`src/rtl/if_fetch_queue.sv`:
```
// Instruction-fetch front end: PC generator feeding a DEPTH-entry {pc, inst} queue.
// The queue head drives ID directly; a redirect flushes the queue and reloads the PC.
module if_fetch_queue #(
  parameter int                ADDR_W   = 32,
  parameter int                INST_W   = 32,
  parameter int                DEPTH    = 4,
  parameter logic [ADDR_W-1:0] RESET_PC = '0,
  parameter logic [ADDR_W-1:0] PC_STEP  = ADDR_W'(4),
  parameter int                CNT_W    = $clog2(DEPTH+1)
) (
  input  logic              clk,
  input  logic              rst,
  output logic [ADDR_W-1:0] rom_addr_o,
  output logic              rom_ce_o,
  input  logic [INST_W-1:0] rom_data_i,
  output logic              id_valid_o,
  input  logic              id_ready_i,
  output logic [ADDR_W-1:0] id_pc_o,
  output logic [INST_W-1:0] id_inst_o,
  input  logic              redirect_i,
  input  logic [ADDR_W-1:0] redirect_pc_i,
  output logic [CNT_W-1:0]  count_o
);

  localparam int               PTR_W = (DEPTH > 1) ? $clog2(DEPTH) : 1;
  localparam logic [CNT_W-1:0] FULL  = CNT_W'(DEPTH);

  typedef struct packed {
    logic [ADDR_W-1:0] pc;
    logic [INST_W-1:0] inst;
  } entry_t;

  entry_t             mem [DEPTH];
  entry_t             head;
  logic [ADDR_W-1:0]  pc;
  logic               started;
  logic [PTR_W-1:0]   rd_ptr, wr_ptr;
  logic [CNT_W-1:0]   count;
  logic               push, pop;

  // Redirect kills both push and pop so the flushed head is never issued.
  assign id_valid_o = (count != '0);
  assign pop        = id_valid_o & id_ready_i & ~redirect_i;
  assign rom_ce_o   = started & ~redirect_i & ((count < FULL) | pop);
  assign push       = rom_ce_o;
  assign rom_addr_o = pc;
  assign count_o    = count;

  assign head      = mem[rd_ptr];
  assign id_pc_o   = id_valid_o ? head.pc   : '0;
  assign id_inst_o = id_valid_o ? head.inst : '0;

  always_ff @(posedge clk or posedge rst) begin
    if (rst) begin
      pc      <= RESET_PC;
      started <= 1'b0;
      rd_ptr  <= '0;
      wr_ptr  <= '0;
      count   <= '0;
    end else begin
      started <= 1'b1;
      if (redirect_i) begin
        pc     <= redirect_pc_i;
        rd_ptr <= '0;
        wr_ptr <= '0;
        count  <= '0;
      end else begin
        if (push) begin
          wr_ptr <= wr_ptr + PTR_W'(1);
          pc     <= pc + PC_STEP;
        end
        if (pop) rd_ptr <= rd_ptr + PTR_W'(1);
        case ({push, pop})
          2'b10:   count <= count + CNT_W'(1);
          2'b01:   count <= count - CNT_W'(1);
          default: count <= count;
        endcase
      end
    end
  end

  // Storage is not reset or cleared on flush; count gates visibility.
  always_ff @(posedge clk) begin
    if (push) mem[wr_ptr] <= '{pc: pc, inst: rom_data_i};
  end

endmodule

```
`config.mk`:
```
export PLATFORM = sky130hd
export DESIGN_NAME = if_fetch_queue
export DESIGN_NICKNAME = d
export VERILOG_FILES = /design/src/rtl/if_fetch_queue.sv
export SDC_FILE = /design/constraint.sdc
export NUM_CORES = 1
export LEC_CHECK = 0
export ABC_AREA = 0
export CAP_MARGIN = 10
export CELL_PAD_IN_SITES_DETAIL_PLACEMENT = 1
export CELL_PAD_IN_SITES_GLOBAL_PLACEMENT = 1
export CORE_ASPECT_RATIO = 0.8
export CORE_MARGIN = 8
export CORE_UTILIZATION = 42
export DETAILED_ROUTE_END_ITERATION = 10
export GPL_TIMING_DRIVEN = 0
export PLACE_DENSITY = 0.84
export SETUP_SLACK_MARGIN = 0.2
export SYNTH_ARGS = -nofsm -noshare
export SYNTH_HDL_FRONTEND = slang
export SYNTH_SLANG_ARGS = --single-unit
```
`constraint.sdc`:
```
create_clock -name clk -period 3.19 [get_ports clk]
set_input_delay 0.319 -clock clk [delete_from_list [all_inputs] [get_ports clk]]
set_output_delay 0.319 -clock clk [all_outputs]
set_load 0.03 [all_outputs]
```
# ---- Yosys cells after proc, flatten, opt, wreduce, memory -nomap -nowiden
# Memory sizes are Yosys's and may differ from the RTL's.
# Index checks and enable logic that the tools add are counted.
dict set report op_classes {
  eq_ne 2
  n_lt_le_gt_ge 1
  n_reduce_logical 4
  n_addsub 5
  n_bitwise 6
  muxes 12
}
# cell count
set op_table {}
lappend op_table {{2-to-1 mux 32 bit} 4}
lappend op_table {{adder 32 x 3 -> 32 bit (second input constant)} 1}
lappend op_table {{2-to-1 mux 2 bit} 4}
lappend op_table {{case mux 3 bit (2 select lines)} 1}
lappend op_table {{nonzero test 3 bit} 2}
lappend op_table {{adder 2 x 1 -> 2 bit (second input constant)} 2}
lappend op_table {{AND 1 bit} 4}
lappend op_table {{nonzero test 2 bit} 2}
lappend op_table {{adder 3 x 1 -> 3 bit (second input constant)} 1}
lappend op_table {{< comparator 3 bit (second input constant)} 1}
lappend op_table {{2-to-1 mux 3 bit} 1}
lappend op_table {{subtractor 3 x 1 -> 3 bit (second input constant)} 1}
lappend op_table {{== test 2 x 1 -> 1 bit (second input constant)} 1}
lappend op_table {{== test 2 bit (second input constant)} 1}
lappend op_table {{2-to-1 mux 1 bit} 2}
lappend op_table {{NOT 1 bit} 1}
lappend op_table {{OR 1 bit} 1}
dict set report word_totals {
  mem_bits_rw 256
  memories 1
  output_inout_bits 101
  ff_bits 40
}
# name depth width read_ports rd_ports_with_merged_regs wr line
set mem_list {}
lappend mem_list {mem 4 64 1 0 1 33} ;# entry_t mem [DEPTH];

# ---- Depth between registers and ports, before layout
dict set report depth {
  depth_word 8
  ltp_mapped 7
}

# ---- Least setup slack after synthesis
# OpenSTA, ideal clock, no wires.
dict set report synth_timing {
  path_kind {register -> register}
  start {register count[2], in the netlist count_o[2]}
  end {memory mem[1][0] (netlist name), enable pin}
  setup_time_ns 0.429
  arrival_time_ns 3.135
  stages_incl_launch_ff 6
  path_buffers 1
  path_slack_ns -0.374
  cell_sequence {dfrtp_1 nor2b_2 buf_6 nand2b_1 nor2_1 and2_1}
}
dict set report synth_between {
  elab_chain_cells 7
  word_cells_on_any_way 8
}
# element line
set synth_rtl {}
lappend synth_rtl {{start, declared} 38} ;# logic [CNT_W-1:0] count;
lappend synth_rtl {{start signal, assigned} 74} ;# 2'b10: count <= count + CNT_W'(1);
lappend synth_rtl {{start signal, assigned} 75} ;# 2'b01: count <= count - CNT_W'(1);
lappend synth_rtl {{start signal, assigned} 76} ;# default: count <= count;
lappend synth_rtl {{nonzero test 3 bit} 42} ;# assign id_valid_o = (count != '0);
lappend synth_rtl {{AND 1 bit (2 in series)} 43} ;# assign pop = id_valid_o & id_ready_i & ~redirect_i;
lappend synth_rtl {{OR 1 bit (*)} 44} ;# assign rom_ce_o = started & ~redirect_i & ((count < FULL) | pop);
lappend synth_rtl {{AND 1 bit (*)} 44}
lappend synth_rtl {{via rom_ce_o} 14} ;# output logic rom_ce_o,
lappend synth_rtl {{2-to-1 mux 1 bit (*)} 84} ;# if (push) mem[wr_ptr] <= '{pc: pc, inst: rom_data_i};
lappend synth_rtl {{2-to-1 mux 1 bit (implied by the code) (*)} 84}
lappend synth_rtl {{end, declared} 33}
# The timed path passes the listed nets; every way through them passes the cells marked *.

# ---- Worst setup path after layout
dict set report layout_timing {
  start {register rd_ptr[0]}
  end {output id_inst_o[25]}
}
dict set report layout_between {
  elab_chain_cells 2
}
# element line
set layout_rtl {}
lappend layout_rtl {{start, declared} 37} ;# logic [PTR_W-1:0] rd_ptr, wr_ptr;
lappend layout_rtl {{start signal, assigned} 72} ;# if (pop) rd_ptr <= rd_ptr + PTR_W'(1);
lappend layout_rtl {{memory read (4 x 64 bit)} n/a}
lappend layout_rtl {{2-to-1 mux 32 bit} 51} ;# assign id_inst_o = id_valid_o ? head.inst : '0;
lappend layout_rtl {{end, declared} 19} ;# output logic [INST_W-1:0] id_inst_o,
# No other way between the ends.

==> impl_metrics.env <==
export IMPL_status="finished clean"
export IMPL_ys_async_sr_fraction=0.1351
export IMPL_routed_wl_um=29980
export IMPL_reg2regPathDepth=6
export IMPL_gp_congestion=0.7960
export IMPL_p_int_mw=7.437
export IMPL_placed_area_sq_um=14190
export IMPL_synth_ff_type="edfxtp_1"
export IMPL_slowest_delay_ns=0.60
export IMPL_vias=6693
export IMPL_fin_cells=1255
export IMPL_worst_pin_slew_ns=0.7583
export IMPL_n_antenna_cell=0
export IMPL_stdcell_area_sq_um=15220
export IMPL_dr_first_iter_drc_count=440
export IMPL_fp_dieW_um=204.3
export IMPL_placedCellCount=1198
export IMPL_place_hpwl_um=20230
export IMPL_r2r_start="count_o[2]$_DFFE_PP0P_"
export IMPL_fp_row_count=55
export IMPL_dieArea_sq_um=34060
export IMPL_path_cells="buf_4, buf_6, mux4_2, and2_1, clkdlybuf4s50_1"
export IMPL_max_freq_mhz=330.1
export IMPL_cts_tree="yes"
export IMPL_min_period_ns=3.030
export IMPL_seq_area_frac_synth=0.7290
export IMPL_critPathLaunchType="flip-flop"
export IMPL_arrival_ns=2.71
export IMPL_nFillCells=2611
export IMPL_multi_input_area_sq_um=3079
export IMPL_clk_pin_slew_ns=0.06
export IMPL_crit_path_max_fanout=10
export IMPL_drc=0
export IMPL_antenna_found_initial=1
export IMPL_slew_violations=0
export IMPL_cp_end_kind="output pin"
export IMPL_pwr_share_seq=0.440
export IMPL_synth_largest_area_cell="edfxtp_1"
export IMPL_rsz0062_at_grt="yes"
export IMPL_power_frac_comb=0.227
export IMPL_setup_ws_ns=0.1602
export IMPL_clockRootBuffer="clkbuf_16"
export IMPL_vias_per_cell=5.333
export IMPL_syn_to_final_growth_pct=27.68
export IMPL_total_power_mw=10.39
export IMPL_p_leak_nw=5.459
export IMPL_synth_area_sq_um=11920
export IMPL_crit_start="rd_ptr[0]$_DFFE_PP0P_"
export IMPL_yosys_warnings=0
export IMPL_required_ns=2.87
export IMPL_syn_num_nets=730
export IMPL_pwr_share_clk=0.332
export IMPL_crit_type="flip-flop to output pin"
export IMPL_hold_violations=0
export IMPL_hold_class="primary input to flip-flop"
export IMPL_ant_nets=0
export IMPL_crit_path_end="id_inst_o[25]"
export IMPL_fin_crit_sh=0.9498
export IMPL_max_slew_margin=0.4917
export IMPL_cts_max_level=1
export IMPL_nNetsFinal=935
export IMPL_detail_route_first_pass_iterations=5
export IMPL_cts_sinks=296
export IMPL_setup_tns_final_ns=0
export IMPL_reg2reg_slack_ns=0.69
export IMPL_crit_buf_inv=3
export IMPL_overflow=0
export IMPL_cts_path_max_buffers=3
export IMPL_setup_viol_count_final=0
export IMPL_synth_area_leaders="edfxtp_1 (64%), mux4_2 (12%), dfrtp_1 (8.4%)"
export IMPL_port_buffers=167
export IMPL_crit_slowest_cell="clkdlybuf4s50_1"
export IMPL_path_depth=5
export IMPL_track_usage=0.1733
export IMPL_numCtsBuffers=30
export IMPL_fp_dieH_um=166.7
export IMPL_ys_ff_latch=296
export IMPL_grt_pass1_wl_um=45600
export IMPL_synth_cells=656
export IMPL_netlist_area_leader_share=0.6450
export IMPL_timing_max_cap_violations=0
export IMPL_drive_gt1_frac=0.1763
export IMPL_clock_skew_ns=0.02124
export IMPL_grt_pass1_vias=7395
export IMPL_synth_common_cells="edfxtp_1 (256), and2_1 (69), mux4_2 (64), dfrtp_1 (40), nand2_1 (37)"
export IMPL_switchingPower_mw=2.948
export IMPL_grt_max_degree=47
export IMPL_r2r_end="mem[1][18]$_DFFE_PP_"
export IMPL_p_per_area_nw_per_um2=682.4
export IMPL_synth_edff_count=256
export IMPL_critical_path_top_delay_family="buffers and inverters"
export IMPL_ys_types=41
export IMPL_yosysMostFrequentCell="edfxtp_1"
export IMPL_switching_share=0.2839
export IMPL_insertion_delay_ns=0.55
export IMPL_routedWlPerCell_um=23.89
export IMPL_seqCellArea_sq_um=8688
export IMPL_peakVddDrop_uv=502.0
export IMPL_syn_avg_cell_area_sq_um=18.17
export IMPL_ios=169
export IMPL_core_sq_um=28080
export IMPL_pre_cts_ws_ns=0.07461
export IMPL_start_util=0.4245
-- metrics by stage --
stage | utilization | hold slack (ns)
floorplan | - | 0.4179
global placement | 0.5007 | 0.5257
detailed placement | 0.5055 | 0.5523
CTS | 0.5402 | 0.2803
global route | 0.5420 | 0.3422
finish | 0.5420 | 0.3170
-- worst min path at each step --
stage | from | to | slack (ns) | cells past startpoint
global placement | rom_addr_o[0]$_DFFE_PP0P_ | mem[2][32]$_DFFE_PP_ | 0.53 | 0
global route | redirect_i | rom_addr_o[30]$_DFFE_PP0N_ | 0.34 | 4
detailed placement | rst | rom_addr_o[28]$_DFFE_PP0N_ | 0.55 | 2
floorplan | rom_data_i[0] | mem[0][0]$_DFFE_PP_ | 0.42 | 0
finish | redirect_i | rom_addr_o[30]$_DFFE_PP0N_ | 0.32 | 4
CTS | redirect_i | rom_addr_o[30]$_DFFE_PP0N_ | 0.28 | 4
-- metal layers --
layer	up-vias	global-route usage	part of all wire
li1	2966	-	-
met1	3487	0.2382	0.44
met2	203	0.2818	0.48
met3	37	0.03936	0.061
met4	0	0.03188	0.016
met5	-	0	0
-- cells in the final DEF, fill, tap and decap left out, types with 4 or more instances in the layout --
cell / Yosys / final
edfxtp_1: 256 / 256
clkdlybuf4s50_1: 0 / 118
and2_1: 69 / 65
mux4_2: 64 / 64
dfrtp_1: 40 / 40
nand2_1: 37 / 37
dlygate4sd2_1: 0 / 34
o21ai_0: 31 / 31
clkbuf_16: 0 / 31
xor2_1: 23 / 23
clkbuf_1: 19 / 20
nand3_1: 15 / 15
nand4_1: 15 / 15
dlymetal6s2s_1: 0 / 15
nor2_1: 15 / 14
clkbuf_2: 0 / 9
xnor2_1: 8 / 8
and3_1: 7 / 7
clkinv_2: 0 / 7
buf_2: 9 / 6
buf_4: 1 / 5
ha_1: 5 / 5
inv_1: 5 / 4
and2_4: 0 / 4
buf_16: 0 / 4
-- area by class of cell --
cell class                 instances  area share
buffer                            33     0.01233
multi-input combinational        321      0.2023
tap                              370     0.03042
clock inverter                    11    0.007400
timing repair buffer             173      0.1187
clock buffer                      45     0.05640
inverter                           6    0.001480
sequential                       296      0.5709
-- power groups by stage --
| stage | Sequential [mW] | Combinational (mW) | Clock [mW] |
|---|---|---|---|
| after detailed placement | 4.65 | 2.48 | 0 |
| after floorplan | 4.68 | 1.36 | 0 |
| final | 4.57 | 2.36 | 3.45 |
| after global placement | 4.64 | 2.41 | 0 |
| after global routing | 4.59 | 2.52 | 3.67 |
| after CTS | 4.57 | 2.42 | 3.54 |
-- tightest hold or removal path: cells and delay by family --
| kind | cells | cell delay, ns |
|---|---|---|
| AO/OA/AOI/OAI | 1 | 0.10 |
| buffers and inverters | 1 | 0.18 |
| AND/OR/NAND/NOR | 2 | 0.23 |
-- sequential cells by signal, summed over array words and instances, names as in the netlist --
signal      cells
rom_addr_o     32
started         1
count_o         3
mem           256
rd_ptr          2
wr_ptr          2
-- cells by family after synthesis --
family / synth area share
AO/OA/AOI/OAI: 0.01585
XOR/XNOR: 0.02278
adder cells (fa/ha/maj): 0.006928
buffers and inverters: 0.01417
flip-flops: 0.7290
multiplexers: 0.1285
other: 0.0003146
AND/OR/NAND/NOR: 0.08251
-- repair_timing --
action,in CTS,in global routing
setup buffers,0,0
hold buffers,1,0
setup endpoints to repair,65,47
hold endpoints to repair,1,0
resized for setup,53,22
Note: power is estimated with default switching activity, not from simulation.
